**config.mk**
```make
export PLATFORM = sky130hd
export DESIGN_NAME = reaction_stats
export DESIGN_NICKNAME = d
export VERILOG_FILES = /design/src/rtl/reaction_pkg.sv /design/src/rtl/seq_divider.sv /design/src/rtl/reaction_stats.sv
export SDC_FILE = /design/constraint.sdc
export NUM_CORES = 1
export LEC_CHECK = 0
export ABC_AREA = 1
export CAP_MARGIN = 20
export CELL_PAD_IN_SITES_DETAIL_PLACEMENT = 2
export CELL_PAD_IN_SITES_GLOBAL_PLACEMENT = 2
export CORE_MARGIN = 2
export CORE_UTILIZATION = 37
export DETAILED_ROUTE_END_ITERATION = 7
export GPL_TIMING_DRIVEN = 0
export PLACE_DENSITY_LB_ADDON = 0.3
export RECOVER_POWER = 25
export SYNTH_ARGS = -nofsm -noshare
export SYNTH_HDL_FRONTEND = slang
export SYNTH_HIERARCHICAL = 1
export SYNTH_SLANG_ARGS = --single-unit
```
**constraint.sdc**
```tcl
create_clock -name CLOCK_50 -period 4.95 [get_ports CLOCK_50]
set_input_delay 1.2375 -clock CLOCK_50 [delete_from_list [all_inputs] [get_ports CLOCK_50]]
set_output_delay 1.2375 -clock CLOCK_50 [all_outputs]
set_load 0.01 [all_outputs]
```
**src/rtl/reaction_pkg.sv**
```systemverilog
// Shared constants and types for the reaction-time statistics stage.
package reaction_pkg;

   localparam int TIME_W   = 14;     // reaction time in ms
   localparam int MAX_TIME = 9999;   // largest value the 4-digit display can show
   localparam int DEPTH    = 8;      // history entries, power of two
   localparam int SUM_W    = 17;     // 8 * 9999 = 79992 fits without overflow
   localparam int COUNT_W  = 4;      // sample count, saturates at DEPTH

   // Display select encodings driven by the user switches.
   typedef enum logic [1:0] {
      SEL_LAST  = 2'd0,
      SEL_BEST  = 2'd1,
      SEL_AVG   = 2'd2,
      SEL_COUNT = 2'd3
   } disp_sel_e;

   // Divider control states.
   typedef enum logic {
      DIV_IDLE = 1'b0,
      DIV_RUN  = 1'b1
   } div_state_e;

endpackage

```
**src/rtl/seq_divider.sv**
```systemverilog
// Sequential restoring divider: one quotient bit per cycle, DIVIDEND_W cycles.
// The final quotient is presented combinationally on the cycle done is high,
// so the consumer captures it on the same edge the last iteration completes.
module seq_divider
   import reaction_pkg::*;
#(
   parameter int DIVIDEND_W = SUM_W,
   parameter int DIVISOR_W  = COUNT_W,
   parameter int QUOT_W     = TIME_W
) (
   input  logic                  clk,
   input  logic                  reset,
   input  logic                  start,
   input  logic                  abort,
   input  logic [DIVIDEND_W-1:0] dividend,
   input  logic [DIVISOR_W-1:0]  divisor,
   output logic [QUOT_W-1:0]     quotient,
   output logic                  busy,
   output logic                  done
);

   localparam int CNT_W = $clog2(DIVIDEND_W);
   localparam logic [CNT_W-1:0] LAST_ITER = CNT_W'(DIVIDEND_W - 1);

   div_state_e             state, state_next;
   logic [DIVIDEND_W-1:0]  quo, quo_next;
   logic [DIVISOR_W-1:0]   rem, rem_next, dvsr;
   logic [DIVISOR_W:0]     rem_shift;
   logic                   ge;
   logic [CNT_W-1:0]       iter;

   // One restoring step: shift in the next dividend bit, subtract if it fits.
   // The remainder stays below the divisor, so the low bits of the difference
   // are exact and the shifted value's top bit only matters for the compare.
   assign rem_shift = {rem, quo[DIVIDEND_W-1]};
   assign ge        = (rem_shift >= {1'b0, dvsr});
   assign rem_next  = ge ? (rem_shift[DIVISOR_W-1:0] - dvsr) : rem_shift[DIVISOR_W-1:0];
   assign quo_next  = {quo[DIVIDEND_W-2:0], ge};
   assign quotient  = quo_next[QUOT_W-1:0];

   // State register.
   always_ff @(posedge clk) begin
      if (reset) state <= DIV_IDLE;
      else       state <= state_next;
   end

   // Next state: abort beats everything, start (re)enters the run state.
   always_comb begin
      // NOTE: assigning a default before the case means every path drives the
      // signal, so no latch is inferred when a branch leaves it unassigned.
      state_next = state;
      case (state)
         DIV_IDLE: if (start && !abort) state_next = DIV_RUN;
         DIV_RUN: begin
            if (abort)                   state_next = DIV_IDLE;
            else if (start)              state_next = DIV_RUN;
            else if (iter == LAST_ITER)  state_next = DIV_IDLE;
         end
         default: state_next = DIV_IDLE;
      endcase
   end

   // Outputs: done marks the final iteration unless it is being cancelled.
   always_comb begin
      busy = (state == DIV_RUN);
      done = (state == DIV_RUN) && (iter == LAST_ITER) && !start && !abort;
   end

   // Datapath: load operands on start, otherwise iterate while running.
   always_ff @(posedge clk) begin
      if (reset) begin
         quo  <= '0;
         rem  <= '0;
         dvsr <= '0;
         iter <= '0;
      end else if (start) begin
         quo  <= dividend;
         rem  <= '0;
         dvsr <= divisor;
         iter <= '0;
      end else if (state == DIV_RUN) begin
         quo  <= quo_next;
         rem  <= rem_next;
         iter <= iter + CNT_W'(1);
      end
   end

endmodule

```
**src/rtl/reaction_stats.sv**
```systemverilog
// Reaction-time statistics: last, best, sample count and the mean of the most
// recent DEPTH results, with one value selected for the BCD display.
module reaction_stats
   import reaction_pkg::*;
(
   input  logic               CLOCK_50,
   input  logic               reset,
   input  logic               clear,
   input  logic               time_valid,
   input  logic [TIME_W-1:0]  time_in,
   input  logic [1:0]         sel,
   output logic [TIME_W-1:0]  disp_value,
   output logic [TIME_W-1:0]  best,
   output logic [TIME_W-1:0]  avg,
   output logic [COUNT_W-1:0] count,
   output logic               avg_busy,
   output logic               new_best
);

   localparam int PTR_W = $clog2(DEPTH);
   localparam logic [TIME_W-1:0]  MAX_T = TIME_W'(MAX_TIME);
   localparam logic [COUNT_W-1:0] FULL  = COUNT_W'(DEPTH);

   logic [TIME_W-1:0] hist [DEPTH];
   logic [TIME_W-1:0] last;
   logic [TIME_W-1:0] t_sat;
   logic [SUM_W-1:0]  sum;
   logic [PTR_W-1:0]  wptr;
   logic              best_valid;
   logic              is_new_best;
   logic              start_div;
   logic              div_done;
   logic [TIME_W-1:0] div_quotient;
   logic              wipe;

   assign wipe        = reset || clear;
   assign t_sat       = (time_in > MAX_T) ? MAX_T : time_in;
   assign is_new_best = !best_valid || (t_sat < best);

   // Sample capture: last, best, ring buffer, running sum and count.
   always_ff @(posedge CLOCK_50) begin
      // NOTE: sequential state uses non-blocking assignments so every register
      // here samples the pre-edge values, e.g. sum reads the old hist[wptr].
      if (wipe) begin
         last       <= '0;
         best       <= MAX_T;
         best_valid <= 1'b0;
         count      <= '0;
         sum        <= '0;
         wptr       <= '0;
         new_best   <= 1'b0;
         start_div  <= 1'b0;
         // NOTE: the history is cleared explicitly because the running sum
         // subtracts the evicted entry even before the buffer has filled.
         for (int i = 0; i < DEPTH; i++) hist[i] <= '0;
      end else begin
         new_best  <= 1'b0;
         start_div <= time_valid;
         if (time_valid) begin
            last       <= t_sat;
            hist[wptr] <= t_sat;
            sum        <= sum + SUM_W'(t_sat) - SUM_W'(hist[wptr]);
            wptr       <= wptr + PTR_W'(1);
            if (count != FULL) count <= count + COUNT_W'(1);
            if (is_new_best) begin
               best       <= t_sat;
               best_valid <= 1'b1;
               new_best   <= 1'b1;
            end
         end
      end
   end

   // Mean of the history; started the cycle after an accept so it sees the
   // updated sum and count. clear aborts a division in flight.
   seq_divider #(
      .DIVIDEND_W (SUM_W),
      .DIVISOR_W  (COUNT_W),
      .QUOT_W     (TIME_W)
   ) u_div (
      .clk      (CLOCK_50),
      .reset    (reset),
      .start    (start_div),
      .abort    (clear),
      .dividend (sum),
      .divisor  (count),
      .quotient (div_quotient),
      .busy     (avg_busy),
      .done     (div_done)
   );

   // Average register: holds the previous mean until a division completes.
   always_ff @(posedge CLOCK_50) begin
      if (wipe)          avg <= '0;
      else if (div_done) avg <= div_quotient;
   end

   // Display select, no latency.
   always_comb begin
      disp_value = '0;
      case (disp_sel_e'(sel))
         SEL_LAST:  disp_value = last;
         SEL_BEST:  disp_value = best_valid ? best : '0;
         SEL_AVG:   disp_value = avg;
         SEL_COUNT: disp_value = TIME_W'(count);
         default:   disp_value = '0;
      endcase
   end

endmodule

```
==> results of run 1 <==
==> logic make-up (layout without fill, tap and decap cells) <==
kind of cell / count (synthesis) / count (layout)
flops: 215 / 215
buf+inv: 227 / 339
xor+xnor: 15 / 15
fa+ha+maj: 52 / 52
compound gates: 271 / 271
simple gates: 532 / 532
==> report_power, final <==
group / switching [mW] / leakage, nW / internal, mW
combinational: 0.597 / 3.06 / 0.295
sequential: 0.0513 / 2.09 / 1.95
clock: 0.778 / 0.422 / 1.15
==> path summary, 6_finish.rpt <==
kind,startpoint,end,slack (ns)
setup reg to reg,flip-flop,sum[11],0.31
hold reg to reg,u_div/iter[4],u_div/iter[4],0.45
hold / removal,u_div/iter[4],u_div/iter[4],0.45
setup / recovery,time_in[8],sum[14],0.17
==> repair_timing <==
action	4_1_cts	5_1_grt
setup buffers	3	2
endpoints found under the setup margin	18	9
pin swaps	3	0
resized for setup	6	12
==> flip-flops by register name, summed over array words and instances, names as in the netlist, 5 cells and up, named ones only <==
name        count
sum            17
u_div/iter      5
u_div/quo      17
avg            14
last           14
best           14
hist          112
==> worst reg2reg max path: cells and delay by family (launching register included) <==
family | cells | cell delay (ns)
and+or+nand+nor | 5 | 0.47
buffers and inverters | 4 | 1.22
adders and majority gates | 2 | 0.90
AOI/OAI and AO/OA | 8 | 1.57
DFF | 1 | 0.36
==> cells in the final DEF (no fill, tap or decap), types with 5 or more instances in the layout <==
master	count
nor2_1	239
nand2_1	195
inv_1	139
o21ai_0	125
edfxtp_1	112
dfxtp_1	103
a21oi_1	76
nand3_1	56
clkbuf_1	52
ha_1	40
dlygate4sd3_1	35
clkdlybuf4s50_1	29
clkbuf_16	27
buf_4	21
o221ai_1	16
o22ai_1	14
nand2_2	12
fa_1	12
clkbuf_8	10
xor2_1	9
a31oi_1	9
o211ai_1	7
nor2_2	6
xnor2_1	6
buf_6	5
nor3_1	5
nand4_1	5
a21oi_2	5
==> cell type report <==
type / instances / area [um2]
Timing Repair Buffer: 70 / 690.7
Tap cell: 390 / 488.0
Clock buffer: 39 / 795.8
Sequential cell: 215 / 5425
Fill cell: 3339 / 16410
Multi-Input combinational cell: 870 / 4634
Buffer: 76 / 414.1
Clock inverter: 5 / 56.30
Inverter: 149 / 569.3
==> per-layer routing <==
metal,vias up,share of wire [%]
li1,4515,-
met1,5085,44
met2,251,49
met3,78,4.7
met4,0,2.6
met5,-,0
==> flow_summary.json, run 1 <==
{
  "status": "finished clean",
  "antenna_found_initial": 0,
  "syn_avg_cell_area_um2": 8.389,
  "drive_above_1_share_pct": 8.287,
  "synth_ff_type": "edfxtp_1",
  "fp.dieH_um": 176.5,
  "cts_tree": "built",
  "drtPass1Iterations": 5,
  "grt-ovfl-total": 0,
  "synth.distinct_cells": 43,
  "grt_util_met2_pct": 48.53,
  "reg2reg_depth": 19,
  "leakage_nw": 5.568,
  "finalCriticalPeriod_ns": 4.776,
  "grt_setup_unrepaired": "false",
  "post-synth-top-count-cell": "nor2_1",
  "wl_per_cell_um": 23.80,
  "syn_inst": 1312,
  "grt_max_degree": 15,
  "path_buf_inv": 5,
  "fin_setup_tns_ns": 0,
  "synth_top_family_by_area": "simple AND/OR/NAND/NOR gates",
  "worstPathMaxFanout": 10,
  "cp.required_ns": 5.42,
  "gr-usage-met3_pct": 4.156,
  "grt_pass1_vias": 11066,
  "rows": 63,
  "worstPathCellList": "clkdlybuf4s50_1 > nand2_2 > nor2_1 > nand2_1 > nand2_1 > nand2_2 > buf_6 > inv_4 > nor2_1 > inv_1 > ha_1 > fa_1 > a21oi_2 > o21ai_2 > a21oi_2 > o21ai_0 > or2_2 > nand3_1 > nand2_1 > inv_1",
  "n_antenna_cell": 0,
  "min_path_cells": 1,
  "crit_arrival_ns": 5.25,
  "yosysSeqAreaShare_pct": 49.29,
  "dpl_cell_area_um2": 12150,
  "utilization_pct": 44.35,
  "totalWireLength_um": 43170,
  "worstSetupPathType": "in2reg",
  "endpoint_kind": "flip-flop",
  "port_buffers": 65,
  "dieArea_um2": 31140,
  "fin_ws_ns": 0.1740,
  "holdCritPathClass": "reg2reg",
  "drtAntennaViolNets": 0,
  "yosys.area.top_type": "edfxtp_1",
  "fmax_mhz": 209.4,
  "synth-compound-area-share_pct": 13.93,
  "grt_use_met1_pct": 36.56,
  "finalInstanceArea_um2": 13070,
  "drt-vias-per-instance": 5.474,
  "worst_slew_pin_slew_ns": 0.9277,
  "drt_iter0_drc": 622,
  "synthDominantCellAreaShare_pct": 30.56,
  "synth_warnings": 6,
  "crit_cells": 20,
  "syn_area_um2": 11010,
  "power_density_nw_per_um2": 368.7,
  "yosys.area_share.simple_pct": 19.92,
  "drc": 0,
  "cp_slowest_cell": "nor2_1",
  "grt_pass1_wl_um": 65610,
  "total_power_mw": 4.820,
  "crit_top_cell": "nand2_1",
  "ys_ff_latch": 215,
  "start_util_pct": 37.34,
  "cp_top_family": "simple AND/OR/NAND/NOR gates",
  "place_congestion": 0.8501,
  "period_share_pct": 96.49,
  "pin_count": 68,
  "syn_to_final_growth_pct": 18.78,
  "grt_usage_pct": 27.98,
  "synth_fa_ha_area_share_pct": 6.730,
  "num_vias": 9929,
  "clock_path_buffers": 3,
  "clock-sinks": 215,
  "hold_buffers": 0,
  "clk_latency_ns": 0.54,
  "hold_viol": 0,
  "pre_cts_ws_ns": -1.026,
  "die_w_um": 176.5,
  "synth.area.top_cells": "edfxtp_1, dfxtp_1, nor2_1",
  "async_reset_ff_share_pct": 0,
  "finalSetupViolCount": 0,
  "cts_buffers": 25,
  "busiest_layer": "met2",
  "synth_fp_nets": 1384,
  "root_buffer": "clkbuf_16",
  "whs_ns": 0.4541,
  "report.final.slew_viol_count": 0,
  "clkTransAtPathRegs_ns": 0.06,
  "place_inst": 1767,
  "fin_nets": 1479,
  "clock_skew_ns": 0.02201,
  "muxShareOfSynthArea_pct": 0,
  "relSlewSlack_pct": 38.15,
  "htree_levels": 1,
  "vdd_drop_max_mv": 0.2697,
  "synth_edf_count": 112,
  "stdcell_count": 1814,
  "max_stage_delay_ns": 0.63,
  "dp_hpwl_um": 31340,
  "coreArea_um2": 29480,
  "yosys-top-cells-count": "nor2_1, nand2_1, inv_1",
  "synth_xor_area_share_pct": 1.194,
  "maxCapViolations": 0,
  "worstSetupStartpointType": "primary input"
}
No activity file was read; power rests on OpenSTA's default activity.
==> run 2, diff against run 1 <==
--- a/config.mk
+++ b/config.mk
@@ -11,6 +11,7 @@
 export CELL_PAD_IN_SITES_GLOBAL_PLACEMENT = 2
 export CORE_MARGIN = 2
 export CORE_UTILIZATION = 37
+export CTS_CLUSTER_SIZE = 25
 export DETAILED_ROUTE_END_ITERATION = 7
 export GPL_TIMING_DRIVEN = 0
 export PLACE_DENSITY_LB_ADDON = 0.3
==> results of run 2 <==
Same layout as run 1: the final DEF is identical, and so are final timing and power.
==> run 3, diff against run 2 <==
--- a/config.mk
+++ b/config.mk
@@ -11,6 +11,8 @@
 export CELL_PAD_IN_SITES_GLOBAL_PLACEMENT = 2
 export CORE_MARGIN = 2
 export CORE_UTILIZATION = 37
+export CTS_BUF_LIST = sky130_fd_sc_hd__clkbuf_4 sky130_fd_sc_hd__clkbuf_8 sky130_fd_sc_hd__clkbuf_16
+export CTS_CLUSTER_DIAMETER = 100
 export CTS_CLUSTER_SIZE = 25
 export DETAILED_ROUTE_END_ITERATION = 7
 export GPL_TIMING_DRIVEN = 0
==> flow_summary.json, run 3 (synthesis gave the netlist of run 1 again) <==
{
  "status": "finished clean",
  "clkTransAtPathRegs_ns": 0.10,
  "root_buffer": "clkbuf_16",
  "grt-ovfl-total": 0,
  "drive_above_1_share_pct": 7.005,
  "finalSetupViolCount": 0,
  "max_stage_delay_ns": 0.54,
  "clock_skew_ns": 0.04080,
  "report.final.slew_viol_count": 0,
  "maxCapViolations": 0,
  "start_util_pct": 37.34,
  "num_vias": 9729,
  "grt_usage_pct": 26.80,
  "fmax_mhz": 211.0,
  "relSlewSlack_pct": 38.94,
  "dieArea_um2": 31140,
  "largest_register": "hist",
  "htree_levels": 1,
  "place_inst": 1767,
  "stdcell_count": 1789,
  "fin_nets": 1468,
  "power_density_nw_per_um2": 319.6,
  "grt_pass1_vias": 10663,
  "holdCritPathClass": "reg2reg",
  "worstSetupPathType": "in2reg",
  "largest_reg_flops": 112,
  "finalInstanceArea_um2": 12610,
  "drtPass1Iterations": 5,
  "cts_tree": "built",
  "wl_per_cell_um": 23.09,
  "totalWireLength_um": 41300,
  "antenna_found_initial": 0,
  "vdd_drop_max_mv": 0.2256,
  "dp_hpwl_um": 31340,
  "cp_slowest_cell": "clkdlybuf4s50_1",
  "fp.dieH_um": 176.5,
  "grt_max_degree": 27,
  "place_congestion": 0.8501,
  "clock_path_buffers": 3,
  "coreArea_um2": 29480,
  "drtAntennaViolNets": 0,
  "period_share_pct": 95.72,
  "n_fill_cell": 3375,
  "syn_to_final_growth_pct": 14.60,
  "final_common_cell": "nor2_1",
  "worstSetupStartpointType": "primary input",
  "cp.required_ns": 5.38,
  "whs_ns": 0.4638,
  "crit_arrival_ns": 5.17,
  "drt_iter0_drc": 698,
  "worstPathMaxFanout": 10,
  "drt-vias-per-instance": 5.438,
  "pin_count": 68,
  "fin_setup_tns_ns": 0,
  "port_buffers": 65,
  "crit_top_cell": "nand2_1",
  "hold_viol": 0,
  "die_w_um": 176.5,
  "worstPathCellList": "clkdlybuf4s50_1 > nand2_2 > nor2_1 > nand2_1 > nand2_1 > nand2_2 > buf_6 > inv_4 > nor2_4 > inv_2 > fa_1 > ha_1 > a21oi_1 > o21ai_0 > a21oi_2 > o21ai_1 > a21oi_1 > o21ai_0 > or2_2 > nand3_1 > nand2_1 > inv_1",
  "rows": 63,
  "clock-sinks": 215,
  "grt_setup_unrepaired": "true",
  "drc": 0,
  "endpoint_kind": "flip-flop",
  "worst_slew_pin_slew_ns": 0.9136,
  "path_buf_inv": 5,
  "top_regs": "hist: 112 flops, sum: 17 flops, u_div/quo: 17 flops",
  "hold_buffers": 0,
  "cp_top_family": "compound AO/OA/AOI/OAI gates",
  "layout_common_cells": "nor2_1, nand2_1, inv_1",
  "grt_pass1_wl_um": 62800,
  "finalCriticalPeriod_ns": 4.738,
  "leakage_nw": 5.343,
  "n_antenna_cell": 0,
  "clk_latency_ns": 0.49,
  "dpl_cell_area_um2": 12150,
  "cts_buffers": 13
}
## run 3: cell type report
type	count	area (um2)	area share, %
Sequential cell	215	5425	43.01
Multi-Input combinational cell	870	4633	36.73
Timing Repair Buffer	71	698.2	5.535
Inverter	149	569.3	4.513
Tap cell	390	488.0	3.869
Buffer	76	415.4	3.293
Clock buffer	16	347.8	2.758
Clock inverter	2	36.28	0.2877
## run 3: timing repair
| action | CTS | global route |
|---|---|---|
| resized for setup | 9 | 11 |
| buffers inserted | 4 | 2 |
| setup endpoints to repair | 19 | 8 |
| gates cloned | 0 | 0 |
| pin swaps | 4 | 0 |
## run 3: per-stage QoR
stage                     power, mW  setup WS, ns  utilization [%]
after detailed placement      2.878        -1.026            41.20
after global placement        2.827       -0.8419            41.20
after floorplan               2.568        0.7238                -
final                         4.032        0.2116            42.79
after global routing          4.221      -0.01925            42.79
after CTS                     4.051      -0.06128            42.67
## run 3: routing by layer
metal	global-route usage [%]	part of all wire [%]	wire, um	vias to the layer above
met5	0	0	0	-
met4	5.269	1.7	688	0
met3	2.799	4.1	1686	46
met2	46.47	49	20090	203
met1	36.45	46	18840	5005
li1	-	-	-	4475
## run 3: report_power, final
| part | total, mW | internal, mW | switching, mW |
|---|---|---|---|
| clock network | 1.16 | 0.519 | 0.645 |
| registers | 1.99 | 1.94 | 0.0497 |
| logic | 0.874 | 0.297 | 0.577 |
## run 3: worst reg2reg max path: cells and delay by family, from the launching register on
kind / cells / cell delay, ns
compound gates: 9 / 1.75
fa+ha+maj: 2 / 0.93
buf+inv: 4 / 1.18
flops: 1 / 0.35
simple gates: 3 / 0.42
## run 3: final timing paths
path,from,endpoint,slack [ns],cells after the start
min reg2reg,u_div/iter[4],u_div/iter[4],0.46,1
min,u_div/iter[4],u_div/iter[4],0.46,1
max,time_in[8],sum[14],0.21,22
max reg2reg,flip-flop,sum[14],0.27,18
